## src/rtl/mem_arbiter.sv

```systemverilog
// mem_arbiter: two-port (CPU / debug) round-robin arbiter in front of a
// single-ported synchronous memory with a fixed read latency.
//
// state | meaning
// ------+------------------------------------------------------------
// IDLE  | no transaction; arbitrate between cpu_req and dbg_req
// ISSUE | one-cycle grant pulse and memory strobe for the owner
// WAIT  | read in flight; counts MEM_LAT cycles, captures mem_rdata last
// RESP  | one-cycle done pulse to the owner; remember it as last_owner
//
// Every output is a flop. Grant and strobes are loaded on the IDLE->ISSUE
// edge so they are high during ISSUE; done is loaded on the edge into RESP.
module mem_arbiter #(
  parameter int DW      = 32,
  parameter int AW      = 32,
  parameter int MEM_LAT = 1
) (
  input  logic          cclk,
  input  logic          rstb,

  input  logic          cpu_req,
  input  logic          cpu_we,
  input  logic [AW-1:0] cpu_addr,
  input  logic [DW-1:0] cpu_wdata,
  output logic          cpu_gnt,
  output logic          cpu_done,
  output logic [DW-1:0] cpu_rdata,

  input  logic          dbg_req,
  input  logic          dbg_we,
  input  logic [AW-1:0] dbg_addr,
  input  logic [DW-1:0] dbg_wdata,
  output logic          dbg_gnt,
  output logic          dbg_done,
  output logic [DW-1:0] dbg_rdata,

  output logic          mem_re,
  output logic          mem_we,
  output logic [AW-1:0] mem_addr,
  output logic [DW-1:0] mem_wdata,
  input  logic [DW-1:0] mem_rdata,

  output logic          busy,
  output logic          owner,
  output logic [15:0]   cpu_stall_cnt
);

  typedef enum logic [1:0] {
    IDLE  = 2'd0,
    ISSUE = 2'd1,
    WAIT  = 2'd2,
    RESP  = 2'd3
  } state_t;

  state_t        state;
  logic          last_owner;
  logic          we_q;
  logic [2:0]    wait_cnt;

  logic          any_req;
  logic          win_dbg;
  logic          win_we;
  logic [AW-1:0] win_addr;
  logic [DW-1:0] win_wdata;

  // Pick the winner: a lone requester wins; on a conflict the port that
  // did not own the previous transaction wins.
  always_comb begin
    any_req   = cpu_req | dbg_req;
    win_dbg   = dbg_req & (~cpu_req | ~last_owner);
    win_we    = win_dbg ? dbg_we    : cpu_we;
    win_addr  = win_dbg ? dbg_addr  : cpu_addr;
    win_wdata = win_dbg ? dbg_wdata : cpu_wdata;
  end

  // Transaction sequencer with registered grant, strobe, done and rdata.
  always_ff @(posedge cclk or negedge rstb) begin
    if (!rstb) begin
      state      <= IDLE;
      last_owner <= 1'b1;
      we_q       <= 1'b0;
      wait_cnt   <= 3'd0;
      owner      <= 1'b0;
      busy       <= 1'b0;
      cpu_gnt    <= 1'b0;
      dbg_gnt    <= 1'b0;
      cpu_done   <= 1'b0;
      dbg_done   <= 1'b0;
      mem_re     <= 1'b0;
      mem_we     <= 1'b0;
      mem_addr   <= '0;
      mem_wdata  <= '0;
      cpu_rdata  <= '0;
      dbg_rdata  <= '0;
    end else begin
      cpu_gnt  <= 1'b0;
      dbg_gnt  <= 1'b0;
      cpu_done <= 1'b0;
      dbg_done <= 1'b0;
      mem_re   <= 1'b0;
      mem_we   <= 1'b0;
      case (state)
        IDLE: begin
          if (any_req) begin
            state     <= ISSUE;
            busy      <= 1'b1;
            owner     <= win_dbg;
            we_q      <= win_we;
            mem_addr  <= win_addr;
            mem_wdata <= win_wdata;
            cpu_gnt   <= ~win_dbg;
            dbg_gnt   <= win_dbg;
            mem_re    <= ~win_we;
            mem_we    <= win_we;
          end
        end
        ISSUE: begin
          if (we_q) begin
            // Writes complete without waiting on the memory.
            state    <= RESP;
            cpu_done <= ~owner;
            dbg_done <= owner;
          end else begin
            state    <= WAIT;
            wait_cnt <= 3'(MEM_LAT - 1);
          end
        end
        WAIT: begin
          if (wait_cnt == 3'd0) begin
            state    <= RESP;
            cpu_done <= ~owner;
            dbg_done <= owner;
            if (owner) begin
              dbg_rdata <= mem_rdata;
            end else begin
              cpu_rdata <= mem_rdata;
            end
          end else begin
            wait_cnt <= wait_cnt - 3'd1;
          end
        end
        RESP: begin
          state      <= IDLE;
          busy       <= 1'b0;
          last_owner <= owner;
        end
        default: begin
          state <= IDLE;
          busy  <= 1'b0;
        end
      endcase
    end
  end

  // Count cycles the CPU spent requesting without being granted; saturates.
  always_ff @(posedge cclk or negedge rstb) begin
    if (!rstb) begin
      cpu_stall_cnt <= 16'd0;
    end else if (cpu_req && !cpu_gnt && (cpu_stall_cnt != 16'hFFFF)) begin
      cpu_stall_cnt <= cpu_stall_cnt + 16'd1;
    end
  end

endmodule

```

## config.mk

```make
export PLATFORM = sky130hd
export DESIGN_NAME = mem_arbiter
export DESIGN_NICKNAME = d
export VERILOG_FILES = /design/src/rtl/mem_arbiter.sv
export SDC_FILE = /design/constraint.sdc
export NUM_CORES = 1
export LEC_CHECK = 0
export BUFFER_PORTS_ARGS = -buffer_cell sky130_fd_sc_hd__buf_4
export CAP_MARGIN = 10
export CORE_MARGIN = 10
export CORE_UTILIZATION = 42
export CTS_BUF_LIST = sky130_fd_sc_hd__clkbuf_4 sky130_fd_sc_hd__clkbuf_8 sky130_fd_sc_hd__clkbuf_16
export DETAILED_ROUTE_END_ITERATION = 10
export GPL_TIMING_DRIVEN = 0
export PLACE_DENSITY = 0.81
export SLEW_MARGIN = 30
export SYNTH_ARGS = -nofsm -noshare
export SYNTH_HDL_FRONTEND = slang
export SYNTH_SLANG_ARGS = --single-unit
```

## constraint.sdc

```tcl
create_clock -name cclk -period 1.85 [get_ports cclk]
set_input_delay 0.37 -clock cclk [delete_from_list [all_inputs] [get_ports cclk]]
set_output_delay 0.37 -clock cclk [all_outputs]
set_load 0.01 [all_outputs]
```

# Yosys cells after proc, flatten, opt, wreduce, memory -nomap -nowiden
# Cells that the tools add are included.
# word_totals
mem_count	0
latch_bits	0
output_inout_bits	152
reg_bits	159
ramBits	0
mem_bits_ro	0
inputBits	166
# op_classes
addsub	2
mux	26
magnitude_cmp	0
multipliers	0
n_bitwise	8
shift	0
reduce_logical	13
div	0
n_eq_ne	8
# ops
op	count
two-way mux 32 bit	2
adder 16 x 1 -> 16 bit (second input constant)	1
!= test 16 bit (second input constant)	1
two-way mux 1 bit	15
AND reduction 3 bit	3
!= test 2 bit (second input constant)	4
one-hot mux 2 bit (4 select lines)	1
two-way mux 3 bit	2
one-hot mux 1 bit (2 select lines)	3
one-hot mux 3 bit (2 select lines)	1
AND reduction 2 bit	3
inverter 1 bit	5
== test 2 bit (second input constant)	2
two-way mux 2 bit	2
nonzero test 2 bit	2
zero test 3 bit	1
subtractor 3 x 1 -> 3 bit (second input constant)	1
== test 2 x 1 -> 1 bit (second input constant)	1
logical AND 1 bit	2
zero test 2 bit	1
OR 1 bit	2
AND 1 bit	1
zero test 1 bit	1

# Longest topological paths before layout
# depth
word_depth	7
ltp_mapped	8
mapped_depth_nobuf	6

# Worst setup path after synthesis
# Ideal clock, no wire load.
# synth_path
kind	reg-to-reg
startpoint	reg state[0]
endpoint	reg cpu_rdata[0]
slack_ps	4
synth_period_minus_slack_ps	1846
required_ps	1725
setup_ps	125
n_path_buf	1
path_stages_with_launch	7
arrival_ps	1722
cell_sequence	dfrtp_1 -> inv_1 -> ha_1 -> inv_1 -> nor4_4 -> buf_4 -> mux2_2
# synth_between
elab_chain_cells	2
# synth_rtl
item	line	text
from (decl)	55	state_t state;
from (signal assigned)	79	state <= IDLE;
from (signal assigned)	105	state <= ISSUE;
from (signal assigned)	120	state <= RESP;
== test 2 bit	102	case (state)
AND reduction 3 bit (no source line)	--	
to (signal assigned)	136	cpu_rdata <= mem_rdata;
to (decl)	27	output logic [DW-1:0] cpu_rdata,
# No other way between the ends.
# A chain may end at the register's enable or synchronous reset.

# Worst setup path after layout
# layout_path
startpoint	reg state[0]
endpoint	reg mem_addr[19]
# layout_between
elab_chain_cells	2
# layout_rtl
item	line	text
zero test 2 bit	102	
AND reduction 2 bit (no source line)	--	
to (signal assigned)	109	mem_addr <= win_addr;
to (decl)	39	output logic [AW-1:0] mem_addr,
# No other way between the ends.

==> qor.yml <==
sta:
  tns_ns: 0
  finalSetupViolCount: 0
  slew-limit-headroom_pct: 62.2
  final.min_clock_period_ns: 1.77
  maxClockFrequency_mhz: 564
  slew_violations: 0
  hold_viol_final: 0
  fin_crit_sh_pct: 95.8
  finalClockSkew_ns: 0.00840
  hold_slack_ns: 0.140
  worst_pin_slew_ns: 0.567
yosys:
  ys_types: 48
  yosysTopAreaCell: "dfrtp_1"
  async_flop_share_pct: 100
  synth-main-ff-cell: "dfrtp_1"
  synth_area_um2: 6560
  syn_inst: 499
  synth.top_cells.by_area: "dfrtp_1 (60%), mux2_2 (11%), a222oi_1 (7.9%)"
  synth_warnings: 0
  synth_edf_count: 0
  ys_seq_elements: 159
  postSynthAreaPerCell_um2: 13.2
  seq_area_frac_synth_pct: 60.6
  yosys.area.top_type_share_pct: 60.2
  synth_nets: 672
floorplanning:
  die_h_um: 145
  start_util_pct: 43.0
  io_pins: 318
  die_w_um: 145
  num_rows: 45
  die_area_um2: 21000
  coreArea_um2: 15300
power_and_ir_drop:
  vdd_drop_max_mv: 0.963
  powerDensity_nw_per_um2: 1740
  leakage_nw: 5.17
  p_total_mw: 17.6
clock_network:
  cts-root-buf: "clkbuf_16"
  cts_buffers: 17
  cts.sinks: 159
  cts.path.max_buffers: 2
  path_clk_slew_ns: 0.06
  h-tree-depth: 4
  cts_tree: "built"
  clk_latency_ns: 0.43
routing:
  drc: 0
  vias_per_cell: 5.22
  avgRoutedWirePerCell_um: 21.4
  drt_iter0_markers: 619
  drtAntennaViolNets: 0
  num_vias: 5602
  wl_mm: 23.0
  firstDrtPassIters: 7
global_routing:
  grt_use_total_pct: 20.9
  grt_overflow_total: 0
  met2_usage_pct: 35.0
  grt_pass1_wl_mm: 34.7
  grt_pass1_vias: 5861
  busiest_layer: "met2"
  antenna_found_initial: 0
  grt_max_degree: 86
  grt_util_met1_pct: 23.3
  grtUsageMet3_pct: 8.23
place:
  dpl.hpwl_mm: 17.6
  postPlaceCellArea_um2: 9240
  routabilityCongestion: 0.906
  dp_cells: 1028
  portBuffers: 317
final_layout:
  final_common_cell: "buf_4"
  final_area_um2: 10100
  regArea_um2: 3980
  drive_above_1_share_pct: 54.9
  multi_input_area_um2: 2270
  fillers: 1120
  syn_to_final_growth_pct: 53.9
  nets: 1024
  finalNonFillerCells: 1074
  antennaDiodeCount: 0
  final_cell_mix: "buf_4 (331), dfrtp_1 (158), mux2_2 (64)"
critical_path:
  path_class: "flip-flop to flip-flop"
  setup.worst_path.start_class: "flip-flop"
  crit_required_ns: 2.15
  critical_path.cell_chain: "inv_2, ha_1, buf_6, o21ai_4, nor2_4, clkbuf_4, a222oi_1, inv_1"
  slowest_stage: "dfrtp_1"
  cp_max_fo: 11
  slowest_delay_ns: 0.36
  worstPathArrival_ns: 2.07
  end_kind: "flip-flop"
worst_hold_path:
  min_path_type: "input port to flip-flop"
run:
  cap_violations: 0
status:
  outcome: "completed"
worst paths after layout:
path,from,end,slack (ns),cells after the start
setup / recovery,state[0],mem_addr[19],0.08,8
hold / removal,cpu_addr[31],mem_addr[31],0.14,3
setup reg to reg,state[0],mem_addr[19],0.08,8
hold reg to reg,mem_addr[1],mem_addr[1],0.49,2
max in group asynchronous,rstb,last_owner,0.51,3
min in group asynchronous,rstb,mem_wdata[30],0.50,2
synthesized netlist by cell type (all sizes together), types with 2 or more instances:
library cell  number
and2               2
xor2              12
clkbuf             8
nand2             20
nand3              3
or2                2
xnor2              3
mux2              67
a21o               2
buf               20
a21oi              4
dfrtp            158
a222oi            52
inv               59
mux2i             11
a221oi             2
and4               2
o21ai             16
a32oi              3
nor3               6
nor2              11
nand4              7
nor4               7
ha                 7
where the power goes:
group / leakage [nW] / internal [mW] / total [mW] / switching (mW)
sequential: 1.92 / 5.13 / 6.17 / 1.03
combinational: 2.94 / 4.15 / 7.76 / 3.61
clock: 0.303 / 2.23 / 3.63 / 1.40
total: 5.17 / 11.5 / 17.6 / 6.04
final cells by class:
type / count / share of cell area (%)
timing repair buffer: 334 / 25.3
multi-input combinational: 253 / 22.5
inverter: 59 / 2.19
clock inverter: 10 / 1.34
clock buffer: 21 / 4.69
tap: 211 / 2.61
sequential: 159 / 39.4
buffer: 27 / 1.98
worst max-delay path, delay by kind of cell, from the launching register on:
family                   cells  cell delay [ns]
buffers and inverters        4             0.53
adder cells (fa/ha/maj)      1             0.21
flip-flops                   1             0.36
AND/OR/NAND/NOR              1             0.12
AO/OA/AOI/OAI                2             0.43
metal layers:
layer	vias up	wire [µm]
li1	2545	-
met1	2782	8650
met2	246	11800
met3	29	2110
met4	0	494
met5	-	0
cells by family after synthesis:
family / synth area share, %
AND/OR/NAND/NOR: 6.18
flip-flops: 60.6
AO/OA/AOI/OAI: 11.1
XOR/XNOR: 2.00
buffers and inverters: 5.47
multiplexers: 13.2
adder cells (fa/ha/maj): 1.33
through the flow:
step / util, % / setup slack, ns
final: 66.2 / 0.0774
after global routing: 66.2 / -0.00124
after CTS: 65.5 / 0.00218
after detailed placement: 60.6 / -0.408
after global placement: 60.3 / -0.452
after floorplan: - / 0.00351
flip-flops by register name, summed over array words and instances (netlist names):
| register | count |
|---|---|
| busy | 1 |
| cpu_done | 1 |
| cpu_gnt | 1 |
| cpu_rdata | 32 |
| cpu_stall_cnt | 16 |
| dbg_done | 1 |
| dbg_gnt | 1 |
| dbg_rdata | 32 |
| last_owner | 1 |
| mem_addr | 32 |
| mem_re | 1 |
| mem_wdata | 32 |
| mem_we | 1 |
| owner | 1 |
| state | 2 |
| wait_cnt | 3 |
| we_q | 1 |
timing repair:
| action | in CTS | in global routing |
|---|---|---|
| hold buffers | 1 | 0 |
| resized for setup | 26 | 16 |
| buffers inserted | 8 | 5 |
| pin swaps | 6 | 4 |
| gates cloned | 0 | 2 |
| endpoints found under the hold margin | 74 | 0 |
| setup endpoints to repair | 112 | 83 |
Power figures use the tool's default switching activity.
